## config.mk

```make
export PLATFORM = sky130hd
export DESIGN_NAME = led_dimmer_array
export DESIGN_NICKNAME = d
export VERILOG_FILES = /design/src/rtl/dimmer_pkg.sv /design/src/rtl/key_repeat.sv /design/src/rtl/led_dimmer_array.sv
export SDC_FILE = /design/constraint.sdc
export NUM_CORES = 1
export LEC_CHECK = 0
export CELL_PAD_IN_SITES_DETAIL_PLACEMENT = 2
export CELL_PAD_IN_SITES_GLOBAL_PLACEMENT = 2
export CORE_AREA = 2 2 226 228
export DETAILED_ROUTE_END_ITERATION = 6
export DIE_AREA = 0 0 228 230
export GPL_TIMING_DRIVEN = 0
export PLACE_DENSITY_LB_ADDON = 0.15
export SYNTH_ARGS = -nofsm -noshare
export SYNTH_HDL_FRONTEND = slang
export SYNTH_SLANG_ARGS = --single-unit
```

## constraint.sdc

```tcl
create_clock -name clock_50 -period 22.7 [get_ports clock_50]
set_input_delay 5.675 -clock clock_50 [delete_from_list [all_inputs] [get_ports clock_50]]
set_output_delay 5.675 -clock clock_50 [all_outputs]
set_load 0.05 [all_outputs]
```

## src/rtl/dimmer_pkg.sv

```systemverilog
// Shared state types and sizing helpers for the LED dimmer array.
package dimmer_pkg;

    typedef enum logic {IDLE, HELD} key_state_t;
    typedef enum logic {SCAN_UP, SCAN_DOWN} scan_state_t;

    // Bits needed to count 0..n-1, never less than one.
    function automatic int unsigned width_of(input int unsigned n);
        if (n < 2) begin
            return 1;
        end
        return $clog2(n);
    endfunction

    // Interval shortened by the test divisor, clamped so it never collapses to zero.
    function automatic int unsigned scaled(input int unsigned cycles, input int unsigned div);
        int unsigned q;
        q = (div == 0) ? cycles : cycles / div;
        return (q == 0) ? 1 : q;
    endfunction

endpackage

```

## src/rtl/key_repeat.sv

```systemverilog
// One key: 2-flop synchroniser, debounce filter, IDLE/HELD FSM and hold-to-repeat,
// producing a single-cycle step pulse on press and on every repeat interval.
module key_repeat
    import dimmer_pkg::*;
#(
    parameter int unsigned DEBOUNCE_CYCLES = 500000,
    parameter int unsigned REPEAT_CYCLES   = 25000000,
    parameter int unsigned TEST_DIV        = 10
) (
    input  logic clk,
    input  logic clr,
    input  logic key_n,
    input  logic test,
    input  logic restart,
    output logic step
);

    localparam int unsigned DW = width_of(DEBOUNCE_CYCLES);
    localparam int unsigned RW = width_of(REPEAT_CYCLES);
    localparam logic [DW-1:0] DEB_LAST      = DW'(DEBOUNCE_CYCLES - 1);
    localparam logic [RW-1:0] REP_LAST_SLOW = RW'(REPEAT_CYCLES - 1);
    localparam logic [RW-1:0] REP_LAST_FAST = RW'(scaled(REPEAT_CYCLES, TEST_DIV) - 1);

    logic            key_s1;
    logic            key_s2;
    logic            key_db;
    logic [DW-1:0]   deb_cnt;
    logic [RW-1:0]   rep_cnt;
    logic [RW-1:0]   rep_last;
    logic            accept;
    logic            step_q;
    key_state_t      state;

    assign rep_last = test ? REP_LAST_FAST : REP_LAST_SLOW;
    // The filter is about to take the synchronised value on this edge.
    assign accept   = (key_s2 != key_db) && (deb_cnt == DEB_LAST);
    assign step     = step_q;

    always_ff @(posedge clk) begin
        if (clr) begin
            key_s1  <= 1'b1;
            key_s2  <= 1'b1;
            key_db  <= 1'b1;
            deb_cnt <= '0;
            rep_cnt <= '0;
            step_q  <= 1'b0;
            state   <= IDLE;
        end else begin
            key_s1 <= key_n;
            key_s2 <= key_s1;
            step_q <= 1'b0;

            if (key_s2 == key_db) begin
                deb_cnt <= '0;
            end else if (accept) begin
                key_db  <= key_s2;
                deb_cnt <= '0;
            end else begin
                deb_cnt <= deb_cnt + 1'b1;
            end

            // Transitions follow the accept event so the press pulse lands with the
            // debounced state change rather than a cycle later.
            case (state)
                IDLE: begin
                    rep_cnt <= '0;
                    if (accept && !key_s2) begin
                        state  <= HELD;
                        step_q <= 1'b1;
                    end
                end
                HELD: begin
                    if (accept && key_s2) begin
                        state   <= IDLE;
                        rep_cnt <= '0;
                    end else if (restart) begin
                        rep_cnt <= '0;
                    end else if (rep_cnt >= rep_last) begin
                        rep_cnt <= '0;
                        step_q  <= 1'b1;
                    end else begin
                        rep_cnt <= rep_cnt + 1'b1;
                    end
                end
            endcase
        end
    end

endmodule

```

## src/rtl/led_dimmer_array.sv

```systemverilog
// Multi-channel PWM LED dimmer: key-driven brightness level, uniform or Kitt scanner
// output, with a test mode that shortens the PWM, repeat and scan intervals.
module led_dimmer_array
    import dimmer_pkg::*;
#(
    parameter int unsigned NUM_LEDS        = 10,
    parameter int unsigned STEPS           = 16,
    parameter int unsigned PWM_PERIOD      = 250000,
    parameter int unsigned DEBOUNCE_CYCLES = 500000,
    parameter int unsigned REPEAT_CYCLES   = 25000000,
    parameter int unsigned SCAN_CYCLES     = 5000000,
    parameter int unsigned TEST_DIV        = 10
) (
    input  logic                      clock_50,
    input  logic                      clr,
    input  logic                      up_n,
    input  logic                      down_n,
    input  logic                      test,
    input  logic                      mode,
    output logic [NUM_LEDS-1:0]       leds,
    output logic [$clog2(STEPS)-1:0]  level
);

    localparam int unsigned LW     = width_of(STEPS);
    localparam int unsigned PW     = width_of(PWM_PERIOD + 1);
    localparam int unsigned SW     = width_of(SCAN_CYCLES);
    localparam int unsigned AW     = width_of(NUM_LEDS);
    localparam int unsigned TW     = LW + PW;
    localparam int unsigned P_FAST = scaled(PWM_PERIOD, TEST_DIV);
    localparam int unsigned S_FAST = scaled(SCAN_CYCLES, TEST_DIV);

    localparam logic [LW-1:0] LEVEL_MAX = LW'(STEPS - 1);
    localparam logic [TW-1:0] DIVISOR   = TW'(STEPS - 1);
    localparam logic [AW-1:0] POS_TURN  = AW'(NUM_LEDS - 2);

    logic            test_s1, test_s2, test_q;
    logic            mode_s1, mode_s2, mode_q;
    logic            test_edge, mode_edge;
    logic            up_step, down_step;
    logic [LW-1:0]   level_q;
    logic [PW-1:0]   pwm_cnt;
    logic [PW-1:0]   pwm_last;
    logic [TW-1:0]   frame_len;
    logic [TW-1:0]   thr_full, thr_half;
    logic            pwm_full, pwm_half;
    logic [SW-1:0]   scan_cnt;
    logic [SW-1:0]   scan_last;
    logic [AW-1:0]   pos_q;
    scan_state_t     dir_q;

    assign test_edge = test_s2 ^ test_q;
    assign mode_edge = mode_s2 ^ mode_q;
    assign level     = level_q;

    key_repeat #(
        .DEBOUNCE_CYCLES (DEBOUNCE_CYCLES),
        .REPEAT_CYCLES   (REPEAT_CYCLES),
        .TEST_DIV        (TEST_DIV)
    ) u_key_up (
        .clk     (clock_50),
        .clr     (clr),
        .key_n   (up_n),
        .test    (test_s2),
        .restart (test_edge),
        .step    (up_step)
    );

    key_repeat #(
        .DEBOUNCE_CYCLES (DEBOUNCE_CYCLES),
        .REPEAT_CYCLES   (REPEAT_CYCLES),
        .TEST_DIV        (TEST_DIV)
    ) u_key_down (
        .clk     (clock_50),
        .clr     (clr),
        .key_n   (down_n),
        .test    (test_s2),
        .restart (test_edge),
        .step    (down_step)
    );

    always_comb begin
        frame_len = test_s2 ? TW'(P_FAST) : TW'(PWM_PERIOD);
        pwm_last  = test_s2 ? PW'(P_FAST - 1) : PW'(PWM_PERIOD - 1);
        scan_last = test_s2 ? SW'(S_FAST - 1) : SW'(SCAN_CYCLES - 1);
        // Full-width product before the divide keeps the top level exactly at 100%.
        thr_full  = (TW'(level_q) * frame_len) / DIVISOR;
        thr_half  = (TW'(level_q >> 1) * frame_len) / DIVISOR;
        pwm_full  = TW'(pwm_cnt) < thr_full;
        pwm_half  = TW'(pwm_cnt) < thr_half;
    end

    always_ff @(posedge clock_50) begin
        if (clr) begin
            test_s1 <= 1'b0;
            test_s2 <= 1'b0;
            test_q  <= 1'b0;
            mode_s1 <= 1'b0;
            mode_s2 <= 1'b0;
            mode_q  <= 1'b0;
            level_q <= '0;
            pwm_cnt <= '0;
        end else begin
            test_s1 <= test;
            test_s2 <= test_s1;
            test_q  <= test_s2;
            mode_s1 <= mode;
            mode_s2 <= mode_s1;
            mode_q  <= mode_s2;

            if (up_step && !down_step && level_q != LEVEL_MAX) begin
                level_q <= level_q + 1'b1;
            end else if (down_step && !up_step && level_q != '0) begin
                level_q <= level_q - 1'b1;
            end

            // >= rather than == so a shortened period never lets the frame run on.
            if (test_edge || pwm_cnt >= pwm_last) begin
                pwm_cnt <= '0;
            end else begin
                pwm_cnt <= pwm_cnt + 1'b1;
            end
        end
    end

    always_ff @(posedge clock_50) begin
        if (clr) begin
            pos_q    <= '0;
            dir_q    <= SCAN_UP;
            scan_cnt <= '0;
        end else if (mode_edge) begin
            pos_q    <= '0;
            dir_q    <= SCAN_UP;
            scan_cnt <= '0;
        end else if (test_edge) begin
            scan_cnt <= '0;
        end else if (mode_s2) begin
            if (scan_cnt >= scan_last) begin
                scan_cnt <= '0;
                case (dir_q)
                    SCAN_UP: begin
                        pos_q <= pos_q + 1'b1;
                        if (pos_q == POS_TURN) begin
                            dir_q <= SCAN_DOWN;
                        end
                    end
                    SCAN_DOWN: begin
                        pos_q <= pos_q - 1'b1;
                        if (pos_q == AW'(1)) begin
                            dir_q <= SCAN_UP;
                        end
                    end
                endcase
            end else begin
                scan_cnt <= scan_cnt + 1'b1;
            end
        end
    end

    always_comb begin
        leds = '0;
        for (int i = 0; i < NUM_LEDS; i++) begin
            if (!mode_s2) begin
                leds[i] = pwm_full;
            end else if (i == int'(pos_q)) begin
                leds[i] = pwm_full;
            end else if (i == int'(pos_q) + 1 || i == int'(pos_q) - 1) begin
                leds[i] = pwm_half;
            end
        end
    end

endmodule

```

; After elaboration in Yosys (flattened, before gate mapping)
; Index checks and enable logic that the tools add are counted.
[totals]
inputBits = 6
ff_bits = 154
output_inout_bits = 14
elab_cells = 192
[op_classes]
mux = 63
n_mul = 2
order_cmp = 6
eq_ne = 36
add_sub_neg = 12
bitwise = 8
n_reduce_logical = 38
div = 2
[ops]
columns = cell, count
row1 = 25-bit two-way mux, 7
row2 = "4-bit by 32-bit == test with 1-bit output, first input constant", 4
row3 = 25-bit one-hot mux with 2 select lines, 2
row4 = "3-bit by 32-bit == test with 1-bit output, first input constant", 2
row5 = 32-bit zero test, 2
row6 = "25-bit by 1-bit adder with 25-bit output, second input constant", 2
row7 = 25-bit greater-or-equal comparator, 2
row8 = 23-bit two-way mux, 2
row9 = "22-bit by 4-bit divider with 22-bit output, second input constant", 2
row10 = 18-bit by 22-bit less-than comparator with 1-bit output, 2
row11 = 1-bit two-way mux, 42
row12 = "19-bit by 1-bit adder with 19-bit output, second input constant", 2
row13 = "19-bit == test, second input constant", 2
row14 = 18-bit two-way mux, 2
row15 = "2-bit by 32-bit == test with 1-bit output, first input constant", 1
row16 = "5-bit by 32-bit == test with 1-bit output, first input constant", 1
row17 = "4-bit by 5-bit == test with 1-bit output, first input constant", 5
row18 = "4-bit == test, first input constant", 6
row19 = "23-bit by 1-bit adder with 23-bit output, second input constant", 1
row20 = 23-bit greater-or-equal comparator, 1
row21 = 4-bit by 18-bit multiplier with 22-bit output, 1
row22 = 3-bit by 18-bit multiplier with 21-bit output, 1
row23 = "18-bit by 1-bit adder with 18-bit output, second input constant", 1
row24 = 18-bit greater-or-equal comparator, 1
row25 = 29 further kinds, 73

; Depth between registers and ports, before layout
; Gate-level depths: netlist of the first run.
[logic_depth]
depth_word = 7
ltp_mapped = 66

; Cells and area by module
; A second synthesis of the first run with hierarchy kept.
[unflattened]
cells_unflattened = 2195
hier_area_um2 = 17230.3
[by_module_without_submodules]
columns = module, cells_each, n_inst, seq_area_each_um2, area_each_um2
row1 = led_dimmer_array, 1641, 1, 1121.1, 12218.0
row2 = key_repeat, 277, 2, 980.9, 2506.2

; Worst setup path after synthesis of the first run
; Ideal clock, no wire load.
[synth_path]
path_kind = reg2out
start = register test_s2
end = output port leds[9]
arrival_ns = 14.988
t_required_ns = 17.025
slack_ns = 2.037
path_stages_with_launch = 60
path_cell_list = dfxtp_1 buf_6 inv_1 nand2_1 clkbuf_1 fa_1 fa_1 nand2b_1 a21o_4 xnor2_2 or4_1 o21ai_1 o211ai_1 o21ai_0 ha_1 a32oi_2 o22ai_2 mux2_4 [... 24 more ...] inv_1 ha_1 inv_1 a211oi_1 nor4b_4 nand2_2 xnor2_1 ha_1 o211ai_1 nand2_1 and4_1 ha_1 or4b_2 nor4_1 o311ai_1 nor4_2 a211oi_2 a22o_1
[synth_via]
elab_chain_len = 7
elab_cells_between_ends = 10
classes_between = mul: 2 / div: 2 / order compare: 2 / mux: 4
[synth_lines]
columns = item, line
row1 = start: declaration, led_dimmer_array.sv:36  ; logic test_s1, test_s2, test_q;
row2 = start signal: assignment, led_dimmer_array.sv:104  ; test_s2 <= test_s1;
row3 = 18-bit two-way mux *, led_dimmer_array.sv:82  ; frame_len = test_s2 ? TW'(P_FAST) : TW'(PWM_PERIOD);
row4 = 3-bit by 18-bit multiplier with 21-bit output, led_dimmer_array.sv:87  ; thr_half = (TW'(level_q >> 1) * frame_len) / DIVISOR;
row5 = 22-bit by 4-bit divider with 22-bit output, led_dimmer_array.sv:87
row6 = 18-bit by 22-bit less-than comparator with 1-bit output, led_dimmer_array.sv:89  ; pwm_half = TW'(pwm_cnt) < thr_half;
row7 = 1-bit two-way mux, led_dimmer_array.sv:166  ; end else if (i == int'(pos_q) + 1 || i == int'(pos_q) - 1) begin
row8 = 1-bit two-way mux, led_dimmer_array.sv:164  ; end else if (i == int'(pos_q)) begin
row9 = 1-bit two-way mux *, led_dimmer_array.sv:162  ; if (!mode_s2) begin
row10 = end: declaration, led_dimmer_array.sv:20  ; output logic [NUM_LEDS-1:0] leds,
; Every way passes the cells marked *; elsewhere a longest branch is shown, timed or not.

; Final worst setup path of the first run
[layout_path]
start = register level_q[2] (netlist: level[2])
end = output port leds[2]
[layout_via]
elab_chain_len = 6
elab_cells_between_ends = 9
classes_between = mul: 2 / div: 2 / order compare: 2 / mux: 3
[layout_lines]
columns = item, line
row1 = start: declaration, led_dimmer_array.sv:40  ; logic [LW-1:0] level_q;
row2 = start signal: assignment, led_dimmer_array.sv:111  ; level_q <= level_q + 1'b1;
row3 = start signal: assignment, led_dimmer_array.sv:113  ; level_q <= level_q - 1'b1;
row4 = 3-bit by 18-bit multiplier with 21-bit output, led_dimmer_array.sv:87
row5 = 22-bit by 4-bit divider with 22-bit output, led_dimmer_array.sv:87
row6 = 18-bit by 22-bit less-than comparator with 1-bit output, led_dimmer_array.sv:89
row7 = 1-bit two-way mux, led_dimmer_array.sv:166
row8 = 1-bit two-way mux, led_dimmer_array.sv:164
row9 = 1-bit two-way mux *, led_dimmer_array.sv:162
; Marks and branches as above.

==> results_dict.tcl, run 1 <==
set metrics [dict create \
    synth_area_um2 17300 \
    p_leak_nw 7.61 \
    grt_first_pass_wirelength_um 101000 \
    skew_ns 0.0136 \
    dpl-instance-area_um2 18300 \
    nFillCells 5830 \
    avgViaCountPerCell 5.88 \
    synth_ff_type "dfxtp_1" \
    fmax_mhz 45.4 \
    yosysSeqAreaShare 0.178 \
    powerDensity_nw_per_um2 35.5 \
    cp-start-kind "flop" \
    dp.cells 2942 \
    crit_fanout 10 \
    ff2ff_path_depth 21 \
    finalSetupViolCount 0 \
    fp-row-count 82 \
    die_h_um 230 \
    critPathKind "reg2out" \
    cts_tree "built" \
    core_area_um2 49900 \
    report.final.slew_viol_count 0 \
    ctsLongestPathBuffers 2 \
    fin_crit_ns 22.01 \
    async_flop_share 0 \
    yosysTopAreaCell "dfxtp_1" \
    synth-warning-count 0 \
    worstPathRequired_ns 17.02 \
    io_buffer_count 19 \
    die_w_um 228 \
    cts.sinks 154 \
    stdcell_area_um2 19800 \
    drtAntennaViolNets 0 \
    timing.rr.end "u_key_up.rep_cnt[16]" \
    clk_pin_slew_ns 0.07 \
    holdPathStages 1 \
    routedWlPerCell_um 20.7 \
    stdcell_count 3008 \
    wl_um 62400 \
    track_usage 0.234 \
    r2r_start "test_s2" \
    tightestPinTransition_ns 1.29 \
    synth_common_cells "nor2_1 (299), nand2_1 (184), dfxtp_1 (154), ha_1 (132), a21oi_1 (114)" \
    grt_antenna_before_repair 0 \
    cp-end-kind "primary output" \
    num_antenna_cells 0 \
    crit_arrival_ns 16.34 \
    nNetsFinal 2478 \
    status "completed" \
    cpMaxStageDelayCell "or4b_2" \
    yosysMostFrequentCell "nor2_1" \
    hpwl_um 47800 \
    drt-initial-drc-count 786 \
    cts_max_level 4 \
    ir_drop_mv 0.0714 \
    maxSlewHeadroom 0.140 \
    multi_input_area_um2 14200 \
    numCtsBuffers 17 \
    seq_area_um2 3090 \
    root_buffer "clkbuf_16" \
    max-cap-violations 0 \
    drc_errors 0 \
    start_util 0.347 \
    synth_seq_cells 154 \
    dieArea_um2 52400 \
    crit_path_start "level[2]" \
    hold_viol_final 0 \
    synthTopCellsByArea "dfxtp_1 (18%), ha_1 (9.5%), nor2_1 (6.5%), xnor2_1 (4.6%), xor2_1 (4.5%)" \
    drive_above_1_share 0.126 \
    ctsHoldBuffers 0 \
    vias 17700 \
    areaGrowthSynthToFinish_pct 14.5 \
    fin_crit_sh 0.970 \
    grt_max_degree 17 \
    reg2reg_slack_ns 18.40 \
    dr.pass1.iters 5 \
    syn_inst 2246 \
    gp_congestion 0.826 \
    clock_latency_ns 0.49 \
    syn_area_per_cell_um2 7.70 \
    critical-path-max-stage-delay_ns 0.65 \
    grt_pass1_vias 19000 \
    synth-edff-count 0 \
    synthDominantCellAreaShare 0.178 \
    grt_overflow_total 0 \
    yosysUniqueCellTypes 138 \
    hold_path_class "reg2reg" \
    crit_end "leds[2]" \
    num_io_pins 20 \
]
-- cell type report --
cell class | instances | area share
Multi-Input combinational cell | 1955 | 0.717
Sequential cell | 154 | 0.156
Tap cell | 672 | 0.0424
Clock buffer | 19 | 0.0218
Timing Repair Buffer | 52 | 0.0206
Inverter | 81 | 0.0160
Buffer | 61 | 0.0145
Clock inverter | 13 | 0.0119
Timing Repair inverter | 1 | 0.000253
-- worst min path at each step --
stage | start | endpoint | slack, ns
after CTS | u_key_down.key_s1 | u_key_down.key_s2 | 0.43
after detailed placement | u_key_down.key_s1 | u_key_down.key_s2 | 0.41
after global routing | u_key_down.key_s1 | u_key_down.key_s2 | 0.44
after global placement | u_key_down.key_s1 | u_key_down.key_s2 | 0.40
after floorplan | u_key_down.key_s1 | u_key_down.key_s2 | 0.39
final | u_key_down.key_s1 | u_key_down.key_s2 | 0.43
-- registers in the layout (all words and copies together) (netlist names), named ones only --
register and cells:
pwm_cnt 18, u_key_up.step 1, u_key_down.key_db 1, u_key_down.deb_cnt 19, u_key_down.rep_cnt 25, u_key_down.key_s2 1, scan_cnt 23, test_s1 1
test_q 1, u_key_down.step 1, test_s2 1, mode_s2 1, dir_q 1, u_key_up.key_s2 1, mode_s1 1, u_key_up.deb_cnt 19
u_key_up.key_s1 1, level 4, mode_q 1, u_key_down.key_s1 1, pos_q 4, u_key_up.key_db 1, u_key_up.rep_cnt 25
-- cell usage in the layout, fill, tap and decap left out, drive strengths merged, types with 13 or more instances in the layout --
cell type | netlist | routed
buf | 19 | 56
a31oi | 25 | 25
a2111oi | 16 | 16
nor4 | 25 | 25
nand4 | 50 | 50
and3 | 58 | 58
a21o | 38 | 38
mux2i | 23 | 23
or2 | 25 | 25
dfxtp | 154 | 154
ha | 132 | 132
nor2b | 25 | 25
inv | 78 | 81
nor3 | 66 | 66
xor2 | 90 | 90
o31ai | 15 | 15
and2 | 22 | 22
a21oi | 119 | 119
o21ai | 114 | 114
o21a | 19 | 19
nor2 | 306 | 306
fa | 17 | 17
nand3 | 113 | 113
or3 | 14 | 14
or4 | 13 | 13
xnor2 | 94 | 94
a211oi | 36 | 36
nand2b | 19 | 19
clkbuf | 42 | 67
nand2 | 185 | 185
o211ai | 38 | 38
-- report_power, final --
group / internal (mW) / switching, mW / total, mW / leakage (nW)
Clock: 0.199 / 0.138 / 0.337 / 0.324
Combinational: 0.0328 / 0.0607 / 0.0935 / 6.04
Sequential: 0.271 / 0.00149 / 0.273 / 1.24
Total: 0.503 / 0.200 / 0.703 / 7.61
-- metrics by stage --
| step | hold WS (ns) | utilization | setup TNS (ns) | power (mW) | setup WS [ns] |
|---|---|---|---|---|---|
| after floorplan | 0.389 | - | 0 | 0.341 | 2.04 |
| after global placement | 0.398 | 0.368 | -21.98 | 0.363 | -2.27 |
| after detailed placement | 0.412 | 0.368 | -19.50 | 0.367 | -2.03 |
| after CTS | 0.431 | 0.386 | 0 | 0.710 | 0.000883 |
| after global routing | 0.442 | 0.397 | -0.643 | 0.731 | -0.0914 |
| final | 0.427 | 0.397 | 0 | 0.703 | 0.687 |
-- worst max-delay path: cells and delay by family (launching register included) --
kind / cells / cell delay (ns)
multiplexers: 1 / 0.39
adder cells (fa/ha/maj): 8 / 2.46
flip-flops: 1 / 0.45
buffers and inverters: 10 / 1.56
XOR/XNOR: 3 / 0.65
AO/OA/AOI/OAI: 23 / 5.50
AND/OR/NAND/NOR: 17 / 4.79
-- cells by family after synthesis --
group | after synthesis | share of synthesized area
xor gates and xnor gates | 184 | 0.0960
other | 2 | 0.000434
and+or+nand+nor | 967 | 0.285
muxes | 35 | 0.0230
buffers and inverters | 142 | 0.0339
DFF | 154 | 0.178
adders and majority gates | 152 | 0.117
AOI/OAI and AO/OA | 610 | 0.266
-- what timing repair did --
action | in CTS | in global routing
gates resized for setup | 51 | 99
gates cloned | 1 | 0
pin swaps | 5 | 23
endpoints found under the setup margin | 10 | 10
buffers inserted | 7 | 26
-- metal layers --
metal / GRT usage / wire [um] / up-vias
li1: - / - / 8561
met1: 0.296 / 28900 / 8915
met2: 0.418 / 31200 / 150
met3: 0.0267 / 1140 / 63
met4: 0.0664 / 1220 / 0
met5: 0 / 0 / -
Power figures use the tool's default switching activity.
==> inputs of run 2 (changes only) <==
CORE_AREA = 4 4 216 218   (was 2 2 226 228)
DIE_AREA = 0 0 220 222   (was 0 0 228 230)
==> results_dict.tcl, run 2 (same netlist as run 1, synthesis figures left out) <==
set metrics [dict create \
    maxSlewHeadroom 0.245 \
    critical-path-max-stage-delay_ns 0.63 \
    ir_drop_mv 0.0506 \
    num_antenna_cells 0 \
    cts.sinks 154 \
    track_usage 0.251 \
    switchingPower_mw 0.195 \
    clock_latency_ns 0.45 \
    grt_first_pass_wirelength_um 103000 \
    stdcell_count 2929 \
    fin_crit_ns 21.96 \
    die_h_um 222 \
    reg_top3 "u_key_down.rep_cnt: 25 flops, u_key_up.rep_cnt: 25 flops, scan_cnt: 23 flops" \
    setup_ws_ns 0.744 \
    nNetsFinal 2471 \
    fmax_mhz 45.5 \
    cts_max_level 4 \
    status "completed" \
    nFillCells 5195 \
    drc_errors 0 \
    crit_arrival_ns 16.28 \
    grt_overflow_total 0 \
    num_io_pins 20 \
    routedWlPerCell_um 21.8 \
    final_cell_mix "nor2_1 (292), nand2_1 (181), dfxtp_1 (151)" \
    sequentialPowerShare 0.406 \
    dr.pass1.iters 5 \
    finalSetupViolCount 0 \
    drtAntennaViolNets 0 \
    cp-end-kind "primary output" \
    root_buffer "clkbuf_16" \
    hold_viol_final 0 \
    max-cap-violations 0 \
    avgViaCountPerCell 6.12 \
    drt-initial-drc-count 903 \
    power.clock.fraction 0.457 \
    areaGrowthSynthToFinish_pct 13.5 \
    numCtsBuffers 17 \
    dieArea_um2 48800 \
    final_core_util 0.437 \
    skew_ns 0.00935 \
    io_buffer_count 19 \
    cp-start-kind "flop" \
    powerDensity_nw_per_um2 34.2 \
    cpMaxStageDelayCell "or4b_2" \
    vias 17900 \
    cts_tree "built" \
    combPwrFrac 0.137 \
    hpwl_um 48000 \
    wl_um 64000 \
    final_common_cell "nor2_1" \
    tightestPinTransition_ns 1.12 \
    critPathKind "reg2out" \
    ctsLongestPathBuffers 2 \
    switching_share 0.291 \
    fp-row-count 78 \
    crit_top_cell "ha_1" \
    gp_congestion 0.854 \
    dp.cells 2870 \
    clk_pin_slew_ns 0.07 \
    grt_max_degree 17 \
    core_area_um2 44900 \
    start_util 0.385 \
    p_int_mw 0.476 \
    grt_antenna_before_repair 1 \
    crit_fanout 10 \
    drive_above_1_share 0.123 \
    hold_path_class "reg2reg" \
    p_leak_nw 7.56 \
    die_w_um 220 \
    grt_pass1_vias 19300 \
    ctsHoldBuffers 0 \
    fin_crit_sh 0.967 \
    report.final.slew_viol_count 0 \
    place_ws_ns -2.13 \
    worstPathRequired_ns 17.02 \
]
==> run 2: final timing paths <==
path                                         from                   end  slack, ns  cells past startpoint
worst max-delay path                      test_s2               leds[1]       0.74                     64
worst min-delay path            u_key_down.key_s1     u_key_down.key_s2       0.41                      1
worst min register to register  u_key_down.key_s1     u_key_down.key_s2       0.41                      1
worst max register to register            test_s2  u_key_up.rep_cnt[16]      18.17                     20
==> run 2: stage by stage <==
| stage | setup TNS (ns) | hold WS, ns | instance area (um2) | total power [mW] |
|---|---|---|---|---|
| 4_1_cts | 0 | 0.423 | 19100 | 0.676 |
| 3_3_place_gp | -22.80 | 0.393 | 18300 | 0.362 |
| 5_1_grt | -1.44 | 0.440 | 19600 | 0.701 |
| 6_report | 0 | 0.414 | 19600 | 0.672 |
| 2_1_floorplan | 0 | 0.389 | 17300 | 0.341 |
| 3_5_place_dp | -20.26 | 0.404 | 18300 | 0.366 |
==> run 2: per-layer routing <==
| metal | wire length [um] | up-vias | track usage |
|---|---|---|---|
| met1 | 28100 | 9114 | 0.311 |
| met3 | 1630 | 72 | 0.0318 |
| met4 | 1240 | 0 | 0.0585 |
| met2 | 33000 | 205 | 0.460 |
| li1 | - | 8537 | - |
| met5 | 0 | - | 0 |
==> run 2: power by group through the flow <==
| stage | clock, mW | combinational (mW) | sequential [mW] |
|---|---|---|---|
| final | 0.307 | 0.0921 | 0.273 |
| after global routing | 0.326 | 0.102 | 0.273 |
| after CTS | 0.315 | 0.0887 | 0.273 |
| after detailed placement | 0 | 0.0859 | 0.280 |
| after global placement | 0 | 0.0817 | 0.280 |
| after floorplan | 0 | 0.0624 | 0.279 |
==> run 2: timing repair <==
item	4_1_cts	5_1_grt
gates resized for setup	43	101
endpoints found under the setup margin	10	10
buffers inserted	8	18
cloned	1	0
pin swaps	4	19
==> run 2: worst max-delay path: cells and delay by family (launching register included) <==
kind,cells,cell delay [ns]
simple gates,18,4.76
flops,1,0.37
mux,1,0.38
xor+xnor,3,0.61
fa+ha+maj,8,2.43
compound gates,22,5.36
buf+inv,12,1.80
==> run 2: final cells by class <==
cell class / instances / area, um2 / area share
inverter: 81 / 317 / 0.0161
multi-input combinational: 1955 / 14200 / 0.723
clock buffer: 19 / 453 / 0.0231
timing repair inverter: 1 / 5.00 / 0.000255
buffer: 61 / 285 / 0.0145
clock inverter: 13 / 178 / 0.00905
tap: 600 / 751 / 0.0382
timing repair buffer: 45 / 368 / 0.0187
sequential: 154 / 3090 / 0.157
